**config.mk**
```make
export PLATFORM = sky130hd
export DESIGN_NAME = clock_phase_gen
export DESIGN_NICKNAME = d
export VERILOG_FILES = /design/src/rtl/clock_phase_gen.sv
export SDC_FILE = /design/constraint.sdc
export NUM_CORES = 1
export LEC_CHECK = 0
export CAP_MARGIN = 15
export CORE_MARGIN = 5
export CORE_UTILIZATION = 40
export DETAILED_ROUTE_END_ITERATION = 12
export RECOVER_POWER = 100
export SYNTH_ARGS = -nofsm -noshare
export SYNTH_HDL_FRONTEND = slang
export SYNTH_SLANG_ARGS = --single-unit
```
**constraint.sdc**
```tcl
create_clock -name clock -period 3.3 [get_ports clock]
set_input_delay 0.66 -clock clock [delete_from_list [all_inputs] [get_ports clock]]
set_output_delay 0.66 -clock clock [all_outputs]
set_load 0.05 [all_outputs]
```
**src/rtl/clock_phase_gen.sv**
```systemverilog
// Purpose : programmable clock-divider bank; NUM_CH divided clocks with per-channel half-period, phase, polarity and enable strobe.
// Latency : cfg_wr takes effect at the end of the current full output period (<= 2*H_old cycles); sync takes effect on the next edge.
// Backpr. : none; writes are always accepted (last write wins), out-of-range channel writes are dropped and flagged on cfg_err.
//
// Ports:
//   clock     master clock, all state updates on its rising edge
//   reset     synchronous active-high reset, highest priority
//   sync      one-cycle pulse realigning every channel to its phase offset
//   cfg_wr    configuration write strobe; cfg_ch selects the channel
//   cfg_half  half-period in master cycles (0 behaves as 1)
//   cfg_phase initial counter offset (clamped to half-1)
//   cfg_inv   output polarity invert
//   clk_out   registered divided clocks
//   en_out    one-cycle strobe in the cycle each internal clock goes high
//   pending   a shadow configuration is waiting for its channel's period end
//   cfg_err   one-cycle pulse after a write to a non-existent channel
module clock_phase_gen #(
    parameter int                 NUM_CH   = 4,
    parameter int                 CNT_W    = 8,
    parameter logic [NUM_CH-1:0]  INV_MASK = '0
) (
    input  logic              clock,
    input  logic              reset,
    input  logic              sync,
    input  logic              cfg_wr,
    input  logic [3:0]        cfg_ch,
    input  logic [CNT_W-1:0]  cfg_half,
    input  logic [CNT_W-1:0]  cfg_phase,
    input  logic              cfg_inv,
    output logic [NUM_CH-1:0] clk_out,
    output logic [NUM_CH-1:0] en_out,
    output logic [NUM_CH-1:0] pending,
    output logic              cfg_err
);

    // One channel's programmable settings, always held in normalised form
    // (half >= 1, phase < half) so the counting logic never sees bad values.
    typedef struct packed {
        logic [CNT_W-1:0] half;
        logic [CNT_W-1:0] phase;
        logic             inv;
    } chan_cfg_t;

    function automatic chan_cfg_t normalize(input logic [CNT_W-1:0] h,
                                            input logic [CNT_W-1:0] p,
                                            input logic             inv);
        chan_cfg_t c;
        c.half  = (h == '0) ? CNT_W'(1) : h;
        c.phase = (p >= c.half) ? (c.half - CNT_W'(1)) : p;
        c.inv   = inv;
        return c;
    endfunction

    // Reset half-period 2^i reproduces the legacy /2, /4, ... chain;
    // saturates once 2^i no longer fits in CNT_W bits.
    function automatic logic [CNT_W-1:0] reset_half(input int idx);
        if (idx >= CNT_W) begin
            return '1;
        end
        return CNT_W'(1) << idx;
    endfunction

    // Active and shadow state
    chan_cfg_t        act_q [NUM_CH];
    chan_cfg_t        shd_q [NUM_CH];
    logic [CNT_W-1:0] cnt_q [NUM_CH];
    logic [NUM_CH-1:0] ci_q;

    // Next-state values
    chan_cfg_t        act_d [NUM_CH];
    chan_cfg_t        shd_d [NUM_CH];
    logic [CNT_W-1:0] cnt_d [NUM_CH];
    logic [NUM_CH-1:0] ci_d;
    logic [NUM_CH-1:0] en_d;
    logic [NUM_CH-1:0] pend_d;

    logic      wr_ok;
    logic      wr_err;
    chan_cfg_t wr_cfg;

    assign wr_ok  = cfg_wr && ({1'b0, cfg_ch} <  5'(NUM_CH));
    assign wr_err = cfg_wr && ({1'b0, cfg_ch} >= 5'(NUM_CH));
    assign wr_cfg = normalize(cfg_half, cfg_phase, cfg_inv);

    always_comb begin
        for (int i = 0; i < NUM_CH; i++) begin
            logic      wr_hit;
            logic      last;
            chan_cfg_t src;

            act_d[i]  = act_q[i];
            shd_d[i]  = shd_q[i];
            cnt_d[i]  = cnt_q[i];
            ci_d[i]   = ci_q[i];
            en_d[i]   = 1'b0;
            pend_d[i] = pending[i];

            wr_hit = wr_ok && (cfg_ch == 4'(i));
            last   = (cnt_q[i] == (act_q[i].half - CNT_W'(1)));
            // A write landing on the same edge as an application is used
            // directly, so the newest settings are never left stranded.
            src    = wr_hit ? wr_cfg : shd_q[i];

            if (sync) begin
                if (wr_hit || pending[i]) begin
                    act_d[i]  = src;
                    pend_d[i] = 1'b0;
                end
                cnt_d[i] = act_d[i].phase;
                ci_d[i]  = 1'b0;
            end else if (last && ci_q[i] && pending[i]) begin
                // End of a full high/low period: safe point to switch
                // settings without truncating a period or making a runt.
                act_d[i]  = src;
                pend_d[i] = 1'b0;
                cnt_d[i]  = act_d[i].phase;
                ci_d[i]   = 1'b0;
            end else begin
                if (wr_hit) begin
                    shd_d[i]  = wr_cfg;
                    pend_d[i] = 1'b1;
                end
                if (last) begin
                    cnt_d[i] = '0;
                    ci_d[i]  = ~ci_q[i];
                    en_d[i]  = ~ci_q[i];
                end else begin
                    cnt_d[i] = cnt_q[i] + CNT_W'(1);
                end
            end
        end
    end

    always_ff @(posedge clock) begin
        if (reset) begin
            for (int i = 0; i < NUM_CH; i++) begin
                act_q[i].half  <= reset_half(i);
                act_q[i].phase <= '0;
                act_q[i].inv   <= INV_MASK[i];
                shd_q[i].half  <= reset_half(i);
                shd_q[i].phase <= '0;
                shd_q[i].inv   <= INV_MASK[i];
                cnt_q[i]       <= '0;
            end
            ci_q    <= '0;
            en_out  <= '0;
            pending <= '0;
            clk_out <= INV_MASK;
            cfg_err <= 1'b0;
        end else begin
            for (int i = 0; i < NUM_CH; i++) begin
                act_q[i]   <= act_d[i];
                shd_q[i]   <= shd_d[i];
                cnt_q[i]   <= cnt_d[i];
                // Output polarity folded in before the flop so clk_out is a
                // pure register output even when ci and inv change together.
                clk_out[i] <= ci_d[i] ^ act_d[i].inv;
            end
            ci_q    <= ci_d;
            en_out  <= en_d;
            pending <= pend_d;
            cfg_err <= wr_err;
        end
    end

endmodule

```
# ---- Word-level counts from Yosys, hierarchy flattened
# Memories as Yosys holds them, arrays and structs flattened.
# Index checks and enable logic that the tools add are counted.
dict set report word_totals {
  regBits 17
  ramBits 168
  out_inout_bits 13
  mem_count 3
}
dict set report op_classes {
  add_sub_neg 9
  order_cmp 3
  n_eq_ne 11
  mux 81
  n_bitwise 24
  n_reduce_logical 32
}
# name depth width rd rd_clocked_by_memory_dff write_ports line_no
set memory_table {}
lappend memory_table {act_q 4 17 4 0 4 64} ;# chan_cfg_t act_q [NUM_CH];
lappend memory_table {shd_q 4 17 4 0 4 65} ;# chan_cfg_t shd_q [NUM_CH];
lappend memory_table {cnt_q 4 8 4 0 4 66} ;# logic [CNT_W-1:0] cnt_q [NUM_CH];
# cell n
set ops {}
lappend ops {{$mux W17} 32}
lappend ops {{$mux W8} 18}
lappend ops {{$sub A8 B1 Y8 const B} 5}
lappend ops {{$add A8 B1 Y8 const B} 4}
lappend ops {{$eq A8 B8 Y1} 4}
lappend ops {{$mux W1} 31}
lappend ops {{$reduce_or A4 Y1} 4}
lappend ops {{$logic_and A1 B1 Y1} 14}
lappend ops {{$or A1 B1 Y1} 12}
lappend ops {{$reduce_bool A3 Y1} 4}
lappend ops {{$eq A4 B2 Y1 const B} 2}
lappend ops {{$ge A8 B8 Y1} 1}
lappend ops {{$logic_not A8 Y1} 1}
lappend ops {{$ne A2 B1 Y1 const B} 4}
lappend ops {{$not A1 Y1} 8}
lappend ops {{$reduce_and A2 Y1} 4}
lappend ops {{$eq A4 B1 Y1 const B} 1}
lappend ops {{$ge A4 B3 Y1 const B} 1}
lappend ops {{$logic_not A4 Y1} 1}
lappend ops {{$logic_or A1 B1 Y1} 4}
lappend ops {{$lt A4 B3 Y1 const B} 1}
lappend ops {{$xor A1 B1 Y1} 4}

# ---- Depth between registers and ports, before layout
dict set report depth {
  word_depth 8
  depth_mapped 15
  ltp_nobuf 14
}

# ---- Worst setup path after synthesis
# OpenSTA, ideal clock, no wires.
dict set report synth_path {
  path_kind {reg-to-reg}
  from {mem act_q[1][11] (netlist name)}
  to {mem cnt_q[1][0]}
  setup_time_ps 71
  t_arrival_ps 3545
  path_slack_ps -316
  stages_incl_launch_ff 13
  n_path_buf 1
  period_less_slack_ps 3616
  path_cell_list {edfxtp_1 or3_1 or4_1 a2111oi_2 nand4_1 inv_1 ha_1 a21oi_1 or2_2 clkbuf_1 or2_2 o32ai_1 o21bai_1}
}
# item line_no
set synth_rtl {}
lappend synth_rtl {{from (decl)} 64}
lappend synth_rtl {{to (decl)} 66}

==> flow_metrics.env <==
export IMPL_slew_violations=0
export IMPL_r2r_slack_ps=140
export IMPL_portBuffers=37
export IMPL_finish_utilization_pct=49.6
export IMPL_skew_ps=11.5
export IMPL_worst_ep_arrival_time_ps=3350
export IMPL_ctsHoldBuffers=0
export IMPL_yosys_warnings=0
export IMPL_die_area_sq_um=27100
export IMPL_ys_seq_area_share_pct=47.2
export IMPL_die_h_um=165
export IMPL_layout_common_cells="nand2_1, dfxtp_1, nor2_1"
export IMPL_p_leak_nw=4.46
export IMPL_fill_cells=2264
export IMPL_power_density_nw_per_um2=453
export IMPL_crit_path_start_kind="primary input"
export IMPL_maxSlewHeadroom_pct=34.6
export IMPL_syn_inst=1041
export IMPL_yosys_top_cells_area="edfxtp_1, dfxtp_1, nand2_1"
export IMPL_power_frac_seq_pct=48.3
export IMPL_drv_cap=0
export IMPL_cp_buffers_inverters=3
export IMPL_cts_root_buf="clkbuf_16"
export IMPL_yosys_most_used_dff="dfxtp_1"
export IMPL_p_sw_mw=1.38
export IMPL_synth_edff_count=82
export IMPL_start_util_pct=40.7
export IMPL_n_antenna_cell=0
export IMPL_final_common_cell="nand2_1"
export IMPL_synthToLayoutAreaGrowth_pct=21.9
export IMPL_clockBufferDepth=2
export IMPL_tightest_slew_ps=981
export IMPL_synth_fp_nets=1087
export IMPL_drt_iter0_drc=707
export IMPL_drtPass1Iterations=5
export IMPL_yosysTopAreaCell="edfxtp_1"
export IMPL_die_x_um=165
export IMPL_path_delay_family="buffers and inverters"
export IMPL_cp_slowest_cell="clkdlybuf4s50_1"
export IMPL_layout_setup_ws_ps=131
export IMPL_synth_ff_latch_count=185
export IMPL_slowest_delay_ps=600
export IMPL_total_power_mw=5.28
export IMPL_cts_tree="done"
export IMPL_wl_per_cell_um=18.6
export IMPL_hold_path_startpoint="ci_q[3]$_SDFF_PP0_"
export IMPL_wl_met3_um=1560
export IMPL_numCtsBuffers=17
export IMPL_combPwrFrac_pct=12.4
export IMPL_clkSlewWorstSetupHoldPaths_ps=70
export IMPL_nets=1189
export IMPL_hold_class="reg -> reg"
export IMPL_status="finished, final reports clean"
export IMPL_drt_wl_total_um=27400
export IMPL_post_place_ws_ps=-449
export IMPL_drive_above_1_share_pct=14.6
export IMPL_core_area_sq_um=23500
export IMPL_setup_viol=0
export IMPL_intPower_mw=3.90
export IMPL_gp_congestion=0.863
export IMPL_dp_cells=1442
export IMPL_vdd_drop_max_v=0.000300
export IMPL_rsz0062_at_grt="no"
export IMPL_pin_count=38
export IMPL_clock_sinks=185
export IMPL_wl_met1_um=12900
export IMPL_placed_area_sq_um=11000
export IMPL_htreeDepth=4
export IMPL_top_layer="met4"
export IMPL_row_count=56
export IMPL_grt_pass1_wl_um=43000
export IMPL_vias_per_cell=5.57
export IMPL_grt_pass1_vias=7793
export IMPL_end_kind="register"
export IMPL_instances_no_fill=1475
export IMPL_crit_fanout=6
export IMPL_syn_area_sq_um=9580
export IMPL_grtUsageTotal_pct=20.5
export IMPL_clk_latency_ps=440
export IMPL_dp_hpwl_um=19700
export IMPL_route_vias_total=8215
export IMPL_grt_start_max_net_pins=75
export IMPL_grt_overflow=0
export IMPL_design_area_sq_um=11700
export IMPL_fin_crit_sh_pct=96.0
export IMPL_async_flop_share_pct=0
export IMPL_clock_fmax_ghz=0.316
export IMPL_ys_types=73
export IMPL_switching_share_pct=26.1
export IMPL_synth_top_area_share_pct=25.7
export IMPL_path_class="in -> reg"
export IMPL_synth_avg_cell_area_sq_um=9.20
export IMPL_antenna_found_initial=1
export IMPL_required_ps=3480
export IMPL_min_period_ps=3170
export IMPL_rr_startpoint="act_q[0][9]$_DFFE_PP_"
export IMPL_startpoint="cfg_half[4]"
export IMPL_clock_power_share_pct=39.3
export IMPL_wl_met2_um=12000
export IMPL_crit_chain="clkdlybuf4s50_1 -> nor3_4 -> a31oi_2 -> inv_1 -> ha_1 -> nor2b_1 -> o21ai_0 -> o211a_1 -> clkbuf_4 -> or3_1 -> a21oi_1 -> nor2_1"
export IMPL_drc=0
export IMPL_drtAntennaViolNets=0
export IMPL_hold_viol=0
## power groups by stage
stage                     sequential [mW]  combinational (mW)  clock [mW]
after floorplan                      2.59               0.353           0
after global placement               2.60               0.641           0
after detailed placement             2.60               0.645           0
after CTS                            2.55               0.653        2.11
after global routing                 2.56               0.711        2.19
final                                2.55               0.655        2.08
## logic make-up after synthesis
logic type,share of synthesized area (%)
fa+ha+maj,2.74
mux,2.64
flops,47.2
compound gates,16.3
buf+inv,3.71
simple gates,21.2
xor+xnor,6.13
## Yosys cell counts (all sizes together), types with 10 or more instances
| cell type | n |
|---|---|
| a211oi | 14 |
| a21oi | 64 |
| a31oi | 11 |
| a32oi | 16 |
| and3 | 15 |
| clkbuf | 56 |
| dfxtp | 103 |
| edfxtp | 82 |
| ha | 21 |
| inv | 30 |
| mux2i | 23 |
| nand2 | 120 |
| nand2b | 11 |
| nand3 | 61 |
| nor2 | 97 |
| nor2b | 10 |
| nor3 | 41 |
| o211ai | 11 |
| o21ai | 36 |
| o221ai | 13 |
| or2 | 14 |
| or3 | 10 |
| xnor2 | 42 |
| xor2 | 25 |
## sequential cells by signal (all words and copies together), names as in the netlist
name     flops
act_q       68
shd_q       68
ci_q         4
pending      4
en_out       4
clk_out      4
cnt_q       32
cfg_err      1
## what timing repair did
| item | 4_1_cts | 5_1_grt |
|---|---|---|
| gates resized for setup | 4 | 30 |
| setup buffers | 0 | 1 |
| endpoints found under the setup margin | 5 | 88 |
| pin swaps | 0 | 5 |
## path summary, 6_finish.rpt
path	endpoint	cells past startpoint
max	act_q[1][5]$_SDFFCE_PP0P_	12
min	en_out[3]$_SDFF_PP0_	1
max reg2reg	cnt_q[0][7]$_SDFF_PP0_	14
min reg2reg	en_out[3]$_SDFF_PP0_	1
## per-stage QoR
| stage | hold WS [ps] | setup TNS [ps] |
|---|---|---|
| after CTS | 438 | 0 |
| after detailed placement | 428 | -27340 |
| after global placement | 421 | -26550 |
| after floorplan | 406 | -6.70 |
| final | 433 | 0 |
| after global routing | 453 | 0 |
## per-layer routing
metal / GRT usage (%) / vias up
met2: 31.0 / 273
met5: 0 / -
li1: - / 3983
met3: 3.07 / 51
met4: 7.22 / 0
met1: 29.8 / 3908
## final cells by class
class	instances	area, sq um	share of cell area (%)
Clock buffer	21	483	4.14
Clock inverter	11	110	0.944
Inverter	31	116	0.997
Multi-Input combinational cell	762	4810	41.3
Sequential cell	185	4520	38.8
Tap cell	319	399	3.42
Timing Repair Buffer	146	1220	10.5
No activity file was read; power rests on OpenSTA's default activity.
